**src/rtl/riscv_pkg.sv**
```systemverilog
// riscv_pkg: shared core constants and the fetch-entry type
package riscv_pkg;
  localparam int XLEN = 32;
  localparam int INSN_BYTES = 4;
  localparam logic [XLEN-1:0] DEFAULT_RESET_PC = 32'h0000_0000;
  typedef struct packed {
    logic [XLEN-1:0] ins;
    logic [XLEN-1:0] pc;
  } fetch_entry_t;
endpackage

```
**src/rtl/fetch_unit_if.sv**
```systemverilog
// fetch_unit_if: program-memory, redirect and decode handshake signals of the fetch stage
interface fetch_unit_if;
  import riscv_pkg::*;
  logic [XLEN-1:0] imem_addr;
  logic [XLEN-1:0] imem_data;
  logic redirect_valid;
  logic [XLEN-1:0] redirect_pc;
  logic out_valid;
  logic out_ready;
  logic [XLEN-1:0] out_ins;
  logic [XLEN-1:0] out_pc;
  logic misalign_err;
  modport master (
    output imem_addr, out_valid, out_ins, out_pc, misalign_err,
    input imem_data, redirect_valid, redirect_pc, out_ready
  );
  modport slave (
    input imem_addr, out_valid, out_ins, out_pc, misalign_err,
    output imem_data, redirect_valid, redirect_pc, out_ready
  );
endinterface

```
**src/rtl/fetch_fifo.sv**
```systemverilog
// fetch_fifo: synchronous FIFO of fetch entries with flush; head is read straight from storage
module fetch_fifo
  import riscv_pkg::*;
#(
  parameter int DEPTH = 2
) (
  input  logic clk,
  input  logic rst_n,
  input  logic push,
  input  logic pop,
  input  logic flush,
  input  fetch_entry_t din,
  output fetch_entry_t dout,
  output logic full,
  output logic empty
);
  localparam int AW = $clog2(DEPTH);
  localparam int CW = AW + 1;
  fetch_entry_t mem [DEPTH];
  logic [AW-1:0] wr_ptr, rd_ptr;
  logic [CW-1:0] count;
  assign full = count == CW'(DEPTH);
  assign empty = count == '0;
  assign dout = mem[rd_ptr];
  always_ff @(posedge clk or negedge rst_n) begin
    if (!rst_n) begin
      for (int i = 0; i < DEPTH; i++) mem[i] <= '0;
      wr_ptr <= '0;
      rd_ptr <= '0;
      count <= '0;
    end else if (flush) begin
      wr_ptr <= '0;
      rd_ptr <= '0;
      count <= '0;
    end else begin
      if (push) begin
        mem[wr_ptr] <= din;
        wr_ptr <= wr_ptr + 1'b1;
      end
      if (pop) rd_ptr <= rd_ptr + 1'b1;
      count <= count + CW'(push) - CW'(pop);
    end
  end
endmodule

```
**src/rtl/fetch_unit.sv**
```systemverilog
// fetch_unit: PC register, fetch/redirect control and sticky misalignment flag in front of decode
module fetch_unit
  import riscv_pkg::*;
#(
  parameter logic [XLEN-1:0] RESET_PC = DEFAULT_RESET_PC,
  parameter int BUF_DEPTH = 2
) (
  input logic clk,
  input logic rst_n,
  fetch_unit_if.master bus
);
  logic [XLEN-1:0] pc;
  logic push, pop, full, empty;
  fetch_entry_t head;
  assign bus.imem_addr = pc;
  assign bus.out_valid = !empty;
  assign bus.out_ins = head.ins;
  assign bus.out_pc = head.pc;
  assign pop = !empty && bus.out_ready;
  assign push = !bus.redirect_valid && (!full || pop);
  fetch_fifo #(.DEPTH(BUF_DEPTH)) u_fifo (
    .clk(clk),
    .rst_n(rst_n),
    .push(push),
    .pop(pop),
    .flush(bus.redirect_valid),
    .din('{ins: bus.imem_data, pc: pc}),
    .dout(head),
    .full(full),
    .empty(empty)
  );
  always_ff @(posedge clk or negedge rst_n) begin
    if (!rst_n) begin
      pc <= RESET_PC;
      bus.misalign_err <= 1'b0;
    end else if (bus.redirect_valid) begin
      pc <= {bus.redirect_pc[XLEN-1:2], 2'b00};
      if (bus.redirect_pc[1:0] != 2'b00) bus.misalign_err <= 1'b1;
    end else if (push) begin
      pc <= pc + XLEN'(INSN_BYTES);
    end
  end
endmodule

```
**src/flat_wrapper.sv**
```systemverilog
// flat-port wrapper written by rule: the top's interface ports become plain ports
module fetch_unit_flat import riscv_pkg::*;
#(
  parameter logic [XLEN-1:0] RESET_PC = DEFAULT_RESET_PC,
  parameter int BUF_DEPTH = 2
)
  (clk, rst_n, bus_imem_addr, bus_out_valid, bus_out_ins, bus_out_pc, bus_misalign_err, bus_imem_data, bus_redirect_valid, bus_redirect_pc, bus_out_ready);
  fetch_unit_if bus_i ();
  input logic clk;
  input logic rst_n;
  output wire logic [$bits(bus_i.imem_addr)-1:0] bus_imem_addr;
  output wire logic [$bits(bus_i.out_valid)-1:0] bus_out_valid;
  output wire logic [$bits(bus_i.out_ins)-1:0] bus_out_ins;
  output wire logic [$bits(bus_i.out_pc)-1:0] bus_out_pc;
  output wire logic [$bits(bus_i.misalign_err)-1:0] bus_misalign_err;
  input wire logic [$bits(bus_i.imem_data)-1:0] bus_imem_data;
  input wire logic [$bits(bus_i.redirect_valid)-1:0] bus_redirect_valid;
  input wire logic [$bits(bus_i.redirect_pc)-1:0] bus_redirect_pc;
  input wire logic [$bits(bus_i.out_ready)-1:0] bus_out_ready;
  assign bus_imem_addr = bus_i.imem_addr;
  assign bus_out_valid = bus_i.out_valid;
  assign bus_out_ins = bus_i.out_ins;
  assign bus_out_pc = bus_i.out_pc;
  assign bus_misalign_err = bus_i.misalign_err;
  assign bus_i.imem_data = bus_imem_data;
  assign bus_i.redirect_valid = bus_redirect_valid;
  assign bus_i.redirect_pc = bus_redirect_pc;
  assign bus_i.out_ready = bus_out_ready;
  fetch_unit #(.RESET_PC(RESET_PC), .BUF_DEPTH(BUF_DEPTH)) u_core (.clk(clk), .rst_n(rst_n), .bus(bus_i));
endmodule
```
**config.mk**
```make
export PLATFORM = sky130hd
export DESIGN_NAME = fetch_unit_flat
export DESIGN_NICKNAME = d
export VERILOG_FILES = /design/src/rtl/riscv_pkg.sv /design/src/rtl/fetch_unit_if.sv /design/src/rtl/fetch_fifo.sv /design/src/rtl/fetch_unit.sv /design/src/flat_wrapper.sv
export SDC_FILE = /design/constraint.sdc
export NUM_CORES = 1
export LEC_CHECK = 0
export ABC_AREA = 1
export CAP_MARGIN = 20
export CORE_MARGIN = 2
export CORE_UTILIZATION = 50
export CTS_CLUSTER_SIZE = 12
export DETAILED_ROUTE_END_ITERATION = 10
export PLACE_DENSITY = 0.89
export SLEW_MARGIN = 10
export SYNTH_ARGS = -nofsm -noshare
export SYNTH_HDL_FRONTEND = slang
export SYNTH_SLANG_ARGS = --single-unit
export TNS_END_PERCENT = 100
```
**constraint.sdc**
```tcl
create_clock -name clk -period 2.1 [get_ports clk]
set_input_delay 0.63 -clock clk [delete_from_list [all_inputs] [get_ports clk]]
set_output_delay 0.63 -clock clk [all_outputs]
set_load 0.005 [all_outputs]
```
### Yosys cells after proc, flatten, opt, wreduce, memory -nomap -nowiden

Index checks and enable logic that the tools add are counted.

* register bits: 165
* bits of input ports: 68
* output and inout port bits: 98

* $add $sub $neg: 5
* order comparisons: 3
* equal/unequal tests: 1
* multiplexer cells: 13
* bitwise logic cells: 3
* reduce and logical (&&, ||, !) cells: 13

Operators by type and width (count)
* 64-bit two-way mux: 4
* 128-bit bitwise mux: 1
* 64-bit demux with 1-bit select: 1
* 32-bit two-way mux: 2
* 32-bit by 3-bit adder with 32-bit output, second input constant: 1
* 2-bit nonzero test: 3
* 2-bit >= comparator, second input constant: 2
* 1-bit two-way mux: 4
* 1-bit inverter with 2-bit output: 2
* 2-bit AND reduction: 2
* 1-bit logical AND: 3
* 1-bit logical NOT: 3
* 1-bit adder, second input constant: 2
* 2-bit by 1-bit adder with 2-bit output: 1
* 2-bit equality test, second input constant: 1
* 2-bit logical NOT: 1
* 2-bit by 1-bit less-than comparator with 1-bit output, second input constant: 1
* 2-bit two-way mux: 1
* 2-bit by 1-bit subtractor with 2-bit output: 1
* 1-bit logical OR: 1
* 1-bit inverter: 1

### Longest topological paths before layout

* depth after elaboration: 8
* mapped depth: 10

### Hierarchy

Synthesis repeated with hierarchy kept, for this count alone.

* cell total of the unflattened synthesis: 942
* area total of the unflattened synthesis: 8411.8 um2

Modules (own cells, without submodules)
* fetch_fifo: instances 1, cells an instance 575, area an instance 6089.6 um2, sequential area each 3303.2 um2
* fetch_unit: instances 1, cells an instance 367, area an instance 2322.2 um2, sequential area each 775.7 um2

### Least setup slack after synthesis

Ideal clock, no wire load.

* path kind: flip-flop to output port
* start: register u_core.u_fifo.rd_ptr
* end: output port bus_out_ins[22]
* data arrival time: 1.051 ns
* path slack: 0.419 ns
* cell stages (with the launch flop): 6
* path buffers: 2
* cell sequence: dfrtp_1 clkbuf_1 inv_2 clkbuf_1 nand2_1 nand2_1

* longest elaborated chain between the ends: 4

Ends and longest elaborated chain
* from (decl): RTL line fetch_fifo.sv:20 `logic [AW-1:0] wr_ptr, rd_ptr;`
* from (signal assigned): RTL line fetch_fifo.sv:40 `if (pop) rd_ptr <= rd_ptr + 1'b1;`
* 1-bit inverter with 2-bit output (implied by the code): RTL line fetch_fifo.sv:24 `assign dout = mem[rd_ptr];`
* 64-bit two-way mux (implied by the code) (3 in a row): RTL line fetch_fifo.sv:24
* to (decl): RTL line flat_wrapper.sv:13 `output wire logic [$bits(bus_i.out_ins)-1:0] bus_out_ins;`

No other way between the ends. The select of a mux whose other input is x is not followed.

### Final worst setup path

* start: register u_core.u_fifo.rd_ptr
* end: output port bus_out_pc[29]

* longest elaborated chain between the ends: 4

Ends and longest elaborated chain
* 1-bit inverter with 2-bit output (implied by the code): RTL line fetch_fifo.sv:24
* 64-bit two-way mux (implied by the code) (3 in a row): RTL line fetch_fifo.sv:24
* to (decl): RTL line flat_wrapper.sv:14 `output wire logic [$bits(bus_i.out_pc)-1:0] bus_out_pc;`

No other way between the ends. The select of a mux whose other input is x is not followed.

==> impl_metrics.env <==
export IMPL_final_hold_viol_count=0
export IMPL_ys_seq_elements=159
export IMPL_dieArea_um2=16600
export IMPL_clkSinkCount=159
export IMPL_cts_buffer_depth=2
export IMPL_antenna_found_initial=0
export IMPL_regArea_um2=3990
export IMPL_wire_per_inst_um=15.4
export IMPL_end_kind="primary output"
export IMPL_crit_chain="buf_6 > buf_12 > buf_8 > nand2_2 > nand2_2 > buf_2"
export IMPL_fillers=1124
export IMPL_clock_latency_ns=0.43
export IMPL_synthCells=1006
export IMPL_timing_fmax_ghz=0.460
export IMPL_die_width_um=129
export IMPL_crit_slowest_cell="dfrtp_2"
export IMPL_cts_root_buf="clkbuf_16"
export IMPL_grt_max_degree=53
export IMPL_cp_data_arrival_time_ns=1.54
export IMPL_core_area_um2=15200
export IMPL_fin_skew_ns=0.00690
export IMPL_grt_pass1_wl_um=35000
export IMPL_synthesis_area_um2=7780
export IMPL_use_met1=0.354
export IMPL_dp_final_hpwl_um=13300
export IMPL_power_mw=12.4
export IMPL_period_minus_slack_ns=2.17
export IMPL_path_common_cell="nand2_2"
export IMPL_postRouteAntennaNets=0
export IMPL_track_usage=0.268
export IMPL_drive_above_1_share=0.186
export IMPL_fin_ws_ns=-0.0748
export IMPL_area_growth_pct=36.5
export IMPL_drt_pass1_iterations=5
export IMPL_rsz0062_at_grt="yes"
export IMPL_worst_setup_path_type="reg2out"
export IMPL_ys_flop_type="dfrtp_1"
export IMPL_antenna_cells=0
export IMPL_wl_um=21400
export IMPL_status="complete, but fails checks"
export IMPL_start_util=0.512
export IMPL_finalSetupViolCount=33
export IMPL_drcViolationCount=0
export IMPL_synth_edf_count=0
export IMPL_gp_congestion=0.953
export IMPL_grt_busiest_layer="met2"
export IMPL_hold_path_class="in2async"
export IMPL_yosysWarnings=0
export IMPL_post_route_util=0.699
export IMPL_async_flop_share=1.00
export IMPL_ys_top_cells_by_area="dfrtp_1, nand2_1, o21ai_0"
export IMPL_nets=1264
export IMPL_cpPeakStageDelay_ns=0.47
export IMPL_cp_start_kind="flop"
export IMPL_cts_buffers=17
export IMPL_multiInputGateArea_um2=3320
export IMPL_grt_pass1_vias=7120
export IMPL_avgSynthCellArea_um2=7.74
export IMPL_synth_cell_type_count=34
export IMPL_globalRouteOverflowTotal=0
export IMPL_ys_seq_area_frac=0.511
export IMPL_violations="setup timing"
export IMPL_via_per_inst=5.33
export IMPL_drt_iter0_drc=777
export IMPL_use_met2=0.443
export IMPL_power_density_nw_per_um2=1170
export IMPL_peakVddDrop_mv=0.666
export IMPL_via_count=7421
export IMPL_yosysMostFrequentCell="nand2_1"
export IMPL_io_buffers=161
export IMPL_slew_viol_final=0
export IMPL_cts_max_level=4
export IMPL_synth_top_cell_area_share=0.511
export IMPL_crit_fanout=6
export IMPL_die_y_um=129
export IMPL_drv_cap=0
export IMPL_synth_top_cells_by_count="nand2_1, dfrtp_1, o21ai_0, inv_1, o21ai_1"
export IMPL_clk_transition_reported_paths_ns=0.06
export IMPL_gr_usage_met3=0.0528
export IMPL_io_pins=166
export IMPL_finalCritPeriodShare=1.04
export IMPL_yosys_area_top_type="dfrtp_1"
export IMPL_crit_required_ns=1.47
export IMPL_num_rows=45
export IMPL_cts_tree="built"
export IMPL_p_leak_nw=5.34
critical path: cells and delay by family, from the launching register on:
kind                   cells  cell delay (ns)
AND/OR/NAND/NOR            2             0.11
flip-flops                 1             0.47
buffers and inverters      4             0.55
final timing paths:
kind                                                     start                                    to  slack [ns]  depth (start not counted)
max                           u_core.u_fifo.rd_ptr$_DFFE_PN0P_                        bus_out_pc[29]       -0.07                          6
min                                                      rst_n  u_core.bus.imem_addr[27]$_DFFE_PN0P_        0.13                          1
max reg2reg                u_core.bus.imem_addr[3]$_DFFE_PN0P_  u_core.bus.imem_addr[24]$_DFFE_PN0P_        0.37                          8
min reg2reg                u_core.bus.misalign_err$_DFFE_PN0P_   u_core.bus.misalign_err$_DFFE_PN0P_        0.48                          1
max in group asynchronous                                rst_n  u_core.bus.imem_addr[12]$_DFFE_PN0P_        1.34                          2
min in group clk           u_core.bus.misalign_err$_DFFE_PN0P_   u_core.bus.misalign_err$_DFFE_PN0P_        0.48                          1
registers in the layout, indices dropped and copies added, names as in the netlist:
signal and cells:
u_core.u_fifo.rd_ptr 1, u_core.u_fifo.mem 124, u_core.u_fifo.count 2, u_core.bus.misalign_err 1, u_core.bus.imem_addr 30, u_core.u_fifo.wr_ptr 1
cells by family after synthesis:
kind of cell | synth area share
compound gates | 0.102
other cells | 0.000482
simple gates | 0.290
flops | 0.511
fa+ha+maj | 0.00482
xor+xnor | 0.00788
buf+inv | 0.0834
cells in the final DEF, fill, tap and decap left out, types with 35 or more instances in the layout:
cell               n
o21ai_0           85
nand3_1           46
buf_2             53
o21ai_1           51
dfrtp_1          149
nand2_2           38
clkdlybuf4s50_1   97
nor2_1            35
nand2_1          400
inv_1             78
report_power, final:
group	internal (mW)	total [mW]	switching (mW)	leakage, nW
Sequential	4.14	4.90	0.766	1.96
Clock	1.73	2.94	1.21	0.273
Combinational	2.26	4.58	2.32	3.11
Total	8.12	12.4	4.30	5.34
layer usage:
layer,part of all wire,vias up
li1,-,3518
met1,0.42,3518
met2,0.48,342
met3,0.075,43
met4,0.023,0
met5,0,-
per-stage QoR:
step                hold slack (ns)  instances  setup WS, ns  area, um^2  TNS (ns)
floorplan                     0.334       1009         0.419        7800         0
global placement              0.465       1334       -0.0286        9680   -0.0286
detailed placement            0.463       1334       -0.0578        9680    -0.192
CTS                           0.132       1391        -0.168       10500     -3.78
global route                  0.149       1392        -0.127       10600     -3.62
finish                        0.128       1392       -0.0748       10600    -0.926
what timing repair did:
item | in CTS | in global routing
endpoints found under the hold margin | 0 | 0
pin swaps | 16 | 11
hold buffers | 0 | 0
gates cloned | 10 | 3
endpoints found under the setup margin | 65 | 70
gates resized for setup | 292 | 47
setup buffers | 18 | 4
area by class of cell:
type | instances | share of cell area
Timing Repair Buffer | 215 | 0.206
Multi-Input combinational cell | 714 | 0.313
Tap cell | 188 | 0.0221
Sequential cell | 159 | 0.376
Clock buffer | 19 | 0.0407
Clock inverter | 11 | 0.0112
Inverter | 86 | 0.0313
Note: power is estimated with default switching activity, not from simulation.
